### src/rtl/fifo_wr_arbiter_pkg.sv
// fifo_arb_pkg: shared constants for the FIFO write-port arbiter.
// Holds the FSM state encoding, default geometry and a constant clog2.
package fifo_arb_pkg;

  localparam logic ST_IDLE  = 1'b0;
  localparam logic ST_GRANT = 1'b1;

  localparam int DEF_NREQ      = 4;
  localparam int DEF_DATAWIDTH = 8;
  localparam int DEF_MAXBURST  = 4;

  typedef enum logic {
    S_IDLE  = ST_IDLE,
    S_GRANT = ST_GRANT
  } arb_state_e;

  // Ceiling log2 for elaboration-time widths; clog2(1) is 0.
  function automatic int clog2(input int v);
    int r;
    r = 0;
    for (int x = v - 1; x > 0; x = x >> 1) r++;
    return r;
  endfunction

endpackage

### src/rtl/fifo_wr_arbiter_if.sv
// Write-port bundle between producers, the arbiter and the FIFO write side.
// With FIFO_WR_ARB_TAG_EN defined, fifo_data carries {owner, payload}.
interface fifo_wr_arbiter_if
  import fifo_arb_pkg::*;
#(
  parameter int NREQ      = DEF_NREQ,
  parameter int DATAWIDTH = DEF_DATAWIDTH
);
  localparam int IDW = clog2(NREQ);
`ifdef FIFO_WR_ARB_TAG_EN
  localparam int FDW = DATAWIDTH + IDW;
`else
  localparam int FDW = DATAWIDTH;
`endif

  logic [NREQ-1:0]                req;
  logic [NREQ-1:0][DATAWIDTH-1:0] data_in;
  logic [NREQ-1:0]                ready;
  logic                           fifo_full;
  logic                           fifo_wenable;
  logic [FDW-1:0]                 fifo_data;
  logic [IDW-1:0]                 owner;
  logic                           busy;

  // Arbiter side: drives the FIFO write port and per-requester accepts.
  modport master (
    input  req, data_in, fifo_full,
    output ready, fifo_wenable, fifo_data, owner, busy
  );

  // Producer/FIFO side.
  modport slave (
    output req, data_in, fifo_full,
    input  ready, fifo_wenable, fifo_data, owner, busy
  );

endinterface

### src/rtl/fifo_wr_arbiter_rr_pick.sv
// rr_pick: combinational round-robin picker.
// Returns the first set req bit scanning from ptr+1 upward, modulo NREQ.
module rr_pick
  import fifo_arb_pkg::*;
#(
  parameter int NREQ = DEF_NREQ,
  parameter int IDW  = clog2(NREQ)
) (
  input  logic [NREQ-1:0] req,
  input  logic [IDW-1:0]  ptr,
  output logic [IDW-1:0]  winner,
  output logic            any
);

  logic [IDW:0]    start;
  logic [IDW:0]    off;
  logic [IDW:0]    sum;
  logic [NREQ-1:0] rot;

  // Rotate so rot[0] is the requester right after ptr; a start of NREQ
  // (ptr == NREQ-1) selects the upper copy, i.e. requester 0 first.
  always_comb begin
    start = {1'b0, ptr} + (IDW+1)'(1);
    rot   = NREQ'({req, req} >> start);
  end

  // Lowest set bit of the rotated view, mapped back with an explicit wrap
  // so non-power-of-2 NREQ works.
  always_comb begin
    off = '0;
    for (int j = NREQ - 1; j >= 0; j--) begin
      if (rot[j]) off = (IDW+1)'(j);
    end
    sum = start + off;
    if (sum >= (IDW+1)'(NREQ)) sum = sum - (IDW+1)'(NREQ);
    winner = sum[IDW-1:0];
    any    = |req;
  end

endmodule

### src/rtl/fifo_wr_arbiter.sv
// fifo_wr_arbiter: round-robin share of the async FIFO's single write port.
// A grant lasts up to MAXBURST accepted beats, ends early when the owner
// drops req, and stalls (no timeout) while fifo_full is high. One IDLE
// bubble separates grants. Optional macro FIFO_WR_ARB_TAG_EN prefixes the
// written word with the owner index.
module fifo_wr_arbiter
  import fifo_arb_pkg::*;
#(
  parameter int NREQ      = DEF_NREQ,
  parameter int DATAWIDTH = DEF_DATAWIDTH,
  parameter int MAXBURST  = DEF_MAXBURST
) (
  input  logic              clk,
  input  logic              rst_n,
  fifo_wr_arbiter_if.master bus
);

  localparam int IDW = clog2(NREQ);
  localparam int BCW = clog2(MAXBURST + 1);
`ifdef FIFO_WR_ARB_TAG_EN
  localparam int FDW = DATAWIDTH + IDW;
`else
  localparam int FDW = DATAWIDTH;
`endif

  arb_state_e      state_q, state_d;
  logic [IDW-1:0]  owner_q, owner_d;
  logic [BCW-1:0]  beat_cnt_q, beat_cnt_d;
  logic [IDW-1:0]  rr_ptr_q, rr_ptr_d;

  logic [IDW-1:0]  winner;
  logic            any;
  logic            busy;
  logic [NREQ-1:0] ready;
  logic            wen;
  logic            owner_req;
  logic            last_beat;
  logic [DATAWIDTH-1:0] payload;
  logic [FDW-1:0]  fdata;

  rr_pick #(.NREQ(NREQ), .IDW(IDW)) u_pick (
    .req    (bus.req),
    .ptr    (rr_ptr_q),
    .winner (winner),
    .any    (any)
  );

  assign busy      = (state_q == S_GRANT);
  assign owner_req = bus.req[owner_q];
  assign last_beat = (beat_cnt_q == BCW'(MAXBURST - 1));

  // Per-requester accept: only the owner, only while it asserts req and
  // the FIFO has room, so at most one bit is ever high.
  for (genvar i = 0; i < NREQ; i++) begin : g_rdy
    assign ready[i] = busy && (owner_q == IDW'(i)) && bus.req[i] && !bus.fifo_full;
  end

  assign wen     = |ready;
  assign payload = bus.data_in[owner_q];

  // Write word is forced to zero when no beat transfers.
  always_comb begin
    fdata = '0;
`ifdef FIFO_WR_ARB_TAG_EN
    if (wen) fdata = {owner_q, payload};
`else
    if (wen) fdata = payload;
`endif
  end

  assign bus.ready        = ready;
  assign bus.fifo_wenable = wen;
  assign bus.fifo_data    = fdata;
  assign bus.owner        = owner_q;
  assign bus.busy         = busy;

  // Next-state: pick in IDLE; in GRANT a req drop or the last accepted
  // beat releases the port and moves the round-robin pointer to the owner.
  always_comb begin
    state_d    = state_q;
    owner_d    = owner_q;
    beat_cnt_d = beat_cnt_q;
    rr_ptr_d   = rr_ptr_q;
    case (state_q)
      S_IDLE: begin
        if (any) begin
          owner_d    = winner;
          beat_cnt_d = '0;
          state_d    = S_GRANT;
        end
      end
      S_GRANT: begin
        if (!owner_req) begin
          state_d  = S_IDLE;
          rr_ptr_d = owner_q;
        end else if (wen) begin
          if (last_beat) begin
            state_d  = S_IDLE;
            rr_ptr_d = owner_q;
          end else begin
            beat_cnt_d = beat_cnt_q + BCW'(1);
          end
        end
      end
      default: state_d = S_IDLE;
    endcase
  end

  // State registers; rr_ptr resets to NREQ-1 so requester 0 wins first.
  always_ff @(posedge clk) begin
    if (!rst_n) begin
      state_q    <= S_IDLE;
      owner_q    <= '0;
      beat_cnt_q <= '0;
      rr_ptr_q   <= IDW'(NREQ - 1);
    end else begin
      state_q    <= state_d;
      owner_q    <= owner_d;
      beat_cnt_q <= beat_cnt_d;
      rr_ptr_q   <= rr_ptr_d;
    end
  end

endmodule

### src/flat_wrapper.sv
// flat-port wrapper written by rule: the top's interface ports become plain ports
module fifo_wr_arbiter_flat import fifo_arb_pkg::*;
#(
  parameter int NREQ      = DEF_NREQ,
  parameter int DATAWIDTH = DEF_DATAWIDTH,
  parameter int MAXBURST  = DEF_MAXBURST
)
  (clk, rst_n, bus_req, bus_data_in, bus_fifo_full, bus_ready, bus_fifo_wenable, bus_fifo_data, bus_owner, bus_busy);
  fifo_wr_arbiter_if #(.NREQ(NREQ), .DATAWIDTH(DATAWIDTH)) bus_i ();
  input  logic clk;
  input  logic rst_n;
  input wire logic [$bits(bus_i.req)-1:0] bus_req;
  input wire logic [$bits(bus_i.data_in)-1:0] bus_data_in;
  input wire logic [$bits(bus_i.fifo_full)-1:0] bus_fifo_full;
  output wire logic [$bits(bus_i.ready)-1:0] bus_ready;
  output wire logic [$bits(bus_i.fifo_wenable)-1:0] bus_fifo_wenable;
  output wire logic [$bits(bus_i.fifo_data)-1:0] bus_fifo_data;
  output wire logic [$bits(bus_i.owner)-1:0] bus_owner;
  output wire logic [$bits(bus_i.busy)-1:0] bus_busy;
  assign bus_i.req = bus_req;
  assign bus_i.data_in = bus_data_in;
  assign bus_i.fifo_full = bus_fifo_full;
  assign bus_ready = bus_i.ready;
  assign bus_fifo_wenable = bus_i.fifo_wenable;
  assign bus_fifo_data = bus_i.fifo_data;
  assign bus_owner = bus_i.owner;
  assign bus_busy = bus_i.busy;
  fifo_wr_arbiter #(.NREQ(NREQ), .DATAWIDTH(DATAWIDTH), .MAXBURST(MAXBURST)) u_core (.clk(clk), .rst_n(rst_n), .bus(bus_i));
endmodule
### config.mk
export PLATFORM = sky130hd
export DESIGN_NAME = fifo_wr_arbiter_flat
export DESIGN_NICKNAME = d
export VERILOG_FILES = /design/src/rtl/fifo_wr_arbiter_pkg.sv /design/src/rtl/fifo_wr_arbiter_if.sv /design/src/rtl/fifo_wr_arbiter_rr_pick.sv /design/src/rtl/fifo_wr_arbiter.sv /design/src/flat_wrapper.sv
export SDC_FILE = /design/constraint.sdc
export NUM_CORES = 1
export LEC_CHECK = 0
export ABC_AREA = 1
export CAP_MARGIN = 20
export CELL_PAD_IN_SITES_DETAIL_PLACEMENT = 1
export CELL_PAD_IN_SITES_GLOBAL_PLACEMENT = 1
export CORE_ASPECT_RATIO = 0.5
export CORE_MARGIN = 2
export CORE_UTILIZATION = 20
export DETAILED_ROUTE_END_ITERATION = 7
export PLACE_DENSITY_LB_ADDON = 0.1
export SLEW_MARGIN = 0
export SYNTH_ARGS = -nofsm -noshare
export SYNTH_HDL_FRONTEND = slang
export SYNTH_SLANG_ARGS = --single-unit
### constraint.sdc
create_clock -name clk -period 1.6 [get_ports clk]
set_input_delay 0.24 -clock clk [delete_from_list [all_inputs] [get_ports clk]]
set_output_delay 0.24 -clock clk [all_outputs]
set_load 0.01 [all_outputs]
==> impl_metrics.toml <==
[synthesis]
synthAdderAreaFrac_pct = 4.23
ys_seq_area_share_pct = 18.1
syn-cell-area_um2 = 887
synth.distinct_cells = 19
synth-compound-area-share_pct = 24.7
synthMuxAreaShare_pct = 0
syn_nets = 202
yosys_most_used_dff = "dfxtp_1"
synth-simple-area-share_pct = 39.5
synth_top_family_by_area = "simple AND/OR/NAND/NOR gates"
syn_avg_cell_area_um2 = 5.54
yosysWarnings = 0
synth-edff-count = 0
syn_inst = 160
ys_ff_latch = 8
synth_xor_area_share_pct = 0.987
async_flop_share_pct = 0

[worst_setup_path]
crit_type = "flip-flop to output port"
r2r-end = "u_core.bus.owner[1]"
cp.arrival_ps = 1370
cp-start-kind = "flip-flop"
cp-end-kind = "output port"
worstPathRequired_ps = 1360
regToRegSetupSlack_ps = 0
critPathMaxFanout = 7
r2r-start = "u_core.rr_ptr_q[0]"
reg2reg_depth = 13

[layout]
layout-drive-gt1-share_pct = 39.3
area_growth_syn_to_layout_pct = 117
antenna_cells = 0
nets = 296

[global_route]
grt_max_degree = 17
antenna_found_initial = 0
grt_pass1_vias = 1358
overflow = 0
grt_pass1_wl_um = 6120
grt_use_total_pct = 15.0

[timing]
rsz0062_at_grt = "yes"
min_period_ps = 1610
slew_violations = 0
hold_violations = 0
fin_hold_ws_ps = 486
setup_ws_ps = -8.55
min_period_over_period_pct = 101
worst_clock_skew_ps = 1.46
slew_headroom_pct = 81.9
setup_violations = 1
fmax_ghz = 0.622
worstMarginPinSlew_ps = 270

[status]
violations = "negative setup slack"
run_status = "complete, but fails checks"

[floorplanning]
coreArea_mm2 = 0.00434
io_pins = 55
dieArea_mm2 = 0.00502
die_y_um = 51.1
die_x_um = 98.2
start_util_pct = 20.4
num_rows = 17

[clock_tree]
cts.sinks = 8
hold_buffers = 0
cts-buffers-inserted = 3
clk_pin_slew_ps = 40
clk_latency_ps = 230
h-tree-depth = 1
cts_root_buf = "clkbuf_8"
cts_tree = "built"
clockBufferDepth = 2

[detailed_routing]
drt_iter0_drc = 13
routed_wl_um = 3750
drc_errors = 0
via_per_inst = 4.37
ant_nets = 0
wl_per_cell_um = 12.1
via_count = 1351
drt-pass1-iter-count = 4

[place]
gp_congestion = 0.762
hpwl_um = 2870
portBuffers = 54
place_ws_ps = -559

[power]
swShare_pct = 39.5
powerDensity_mw_per_mm2 = 843
leakagePower_nw = 0.957
clock_power_share_pct = 14.9
pwr-share-seq_pct = 17.9
intPower_mw = 0.980
vdd_drop_max_mv = 0.401
pwr-share-comb_pct = 67.2
p_sw_mw = 0.641

[worst_hold_path]
hold_depth = 2
holdCritStartpoint = "u_core.beat_cnt_q[1]"
min_to = "u_core.beat_cnt_q[1]"
hold_path_class = "flip-flop to flip-flop"

[flow_run]
drv_cap = 0
-- flip-flops by register name, summed over array words and instances (netlist names) --
signal             flops
u_core.beat_cnt_q      3
u_core.bus.busy        1
u_core.bus.owner       2
u_core.rr_ptr_q        2
-- kinds of logic (layout without fill, tap and decap cells) --
| logic type | Yosys count | count (layout) |
|---|---|---|
| AND/OR/NAND/NOR | 81 | 81 |
| adder cells (fa/ha/maj) | 3 | 3 |
| XOR/XNOR | 1 | 1 |
| buffers and inverters | 28 | 120 |
| flip-flops | 8 | 8 |
| AO/OA/AOI/OAI | 39 | 39 |
-- cells in the final DEF (no fill, tap or decap), types with 5 or more instances in the layout --
cell / instances
buf_2: 5
inv_2: 8
a21oi_1: 6
nor2_1: 26
nand2_1: 20
nand2_2: 16
nand3_1: 8
nand3_2: 5
o22ai_1: 8
inv_1: 12
buf_6: 11
o21ai_0: 19
buf_4: 31
clkdlybuf4s50_1: 36
dlygate4sd2_1: 7
-- worst max-delay path by stage --
stage                     endpoint                start  slack [ps]  cells after the start
2_1_floorplan  u_core.bus.owner[1]   u_core.rr_ptr_q[0]         100                     13
3_3_place_gp      bus_fifo_data[1]           bus_req[3]        -530                      8
3_5_place_dp      bus_fifo_data[1]           bus_req[3]        -560                      8
4_1_cts        u_core.bus.owner[1]   u_core.rr_ptr_q[0]         -20                     13
5_1_grt        u_core.bus.owner[1]   u_core.rr_ptr_q[0]        -110                     13
6_report          bus_fifo_data[5]  u_core.bus.owner[0]          -9                      9
-- layout make-up --
| cell class | count | area (um2) |
|---|---|---|
| clock buffer | 3 | 41.3 |
| fill | 571 | 2420 |
| inverter | 24 | 98.8 |
| multi-input combinational | 124 | 697 |
| sequential | 8 | 170 |
| tap | 57 | 71.3 |
| timing repair buffer | 93 | 843 |
-- per-layer routing --
| metal | GRT usage [%] | up-vias | routed length (um) |
|---|---|---|---|
| li1 | - | 705 | - |
| met1 | 18.3 | 616 | 1720 |
| met2 | 28.1 | 28 | 1860 |
| met3 | 2.46 | 2 | 146 |
| met4 | 3.42 | 0 | 22 |
| met5 | 0 | - | 0 |
-- timing repair --
item,CTS,global route
setup endpoints to repair,18,15
pin swaps,7,7
setup buffers,4,5
resized for setup,79,31
-- stage by stage --
step	cell area, um2	power, mW	instances	TNS, ps	utilization, %
2_1_floorplan	887	0.702	160	0	-
3_3_place_gp	1710	1.17	297	-7100	39.3
3_5_place_dp	1710	1.19	297	-7430	39.3
4_1_cts	1820	1.52	304	-54.5	42.0
5_1_grt	1920	1.76	309	-645	44.3
6_report	1920	1.62	309	-8.55	44.3
-- Yosys cell counts (2+ instances only) --
| cell type | n | area (um2) |
|---|---|---|
| clkbuf_1 | 3 | 11.3 |
| o21ai_0 | 22 | 110 |
| inv_1 | 20 | 75.1 |
| a21oi_1 | 6 | 30.0 |
| nand3_1 | 13 | 65.1 |
| nand2_2 | 6 | 37.5 |
| ha_1 | 3 | 37.5 |
| o22ai_1 | 8 | 50.1 |
| nor2_1 | 28 | 105 |
| inv_2 | 2 | 7.51 |
| dfxtp_1 | 8 | 160 |
| nand2_4 | 2 | 22.5 |
| clkinv_2 | 2 | 10.0 |
| nand2_1 | 32 | 120 |
-- critical path, stage by stage, from the launching register on --
cell     delay, ps
dfxtp_4        390
buf_6          110
nand2_2         50
nand2_2         80
nand2_2         60
o21ai_4         70
buf_6          160
nand2_1         60
inv_1           50
buf_2          120
-- power by group through the flow --
stage	logic (mW)	clock network [mW]	registers, mW
CTS	0.977	0.249	0.294
detailed placement	0.908	0	0.278
global route	1.20	0.261	0.296
floorplan	0.427	0	0.275
finish	1.09	0.241	0.290
global placement	0.889	0	0.277
Power figures use the tool's default switching activity.
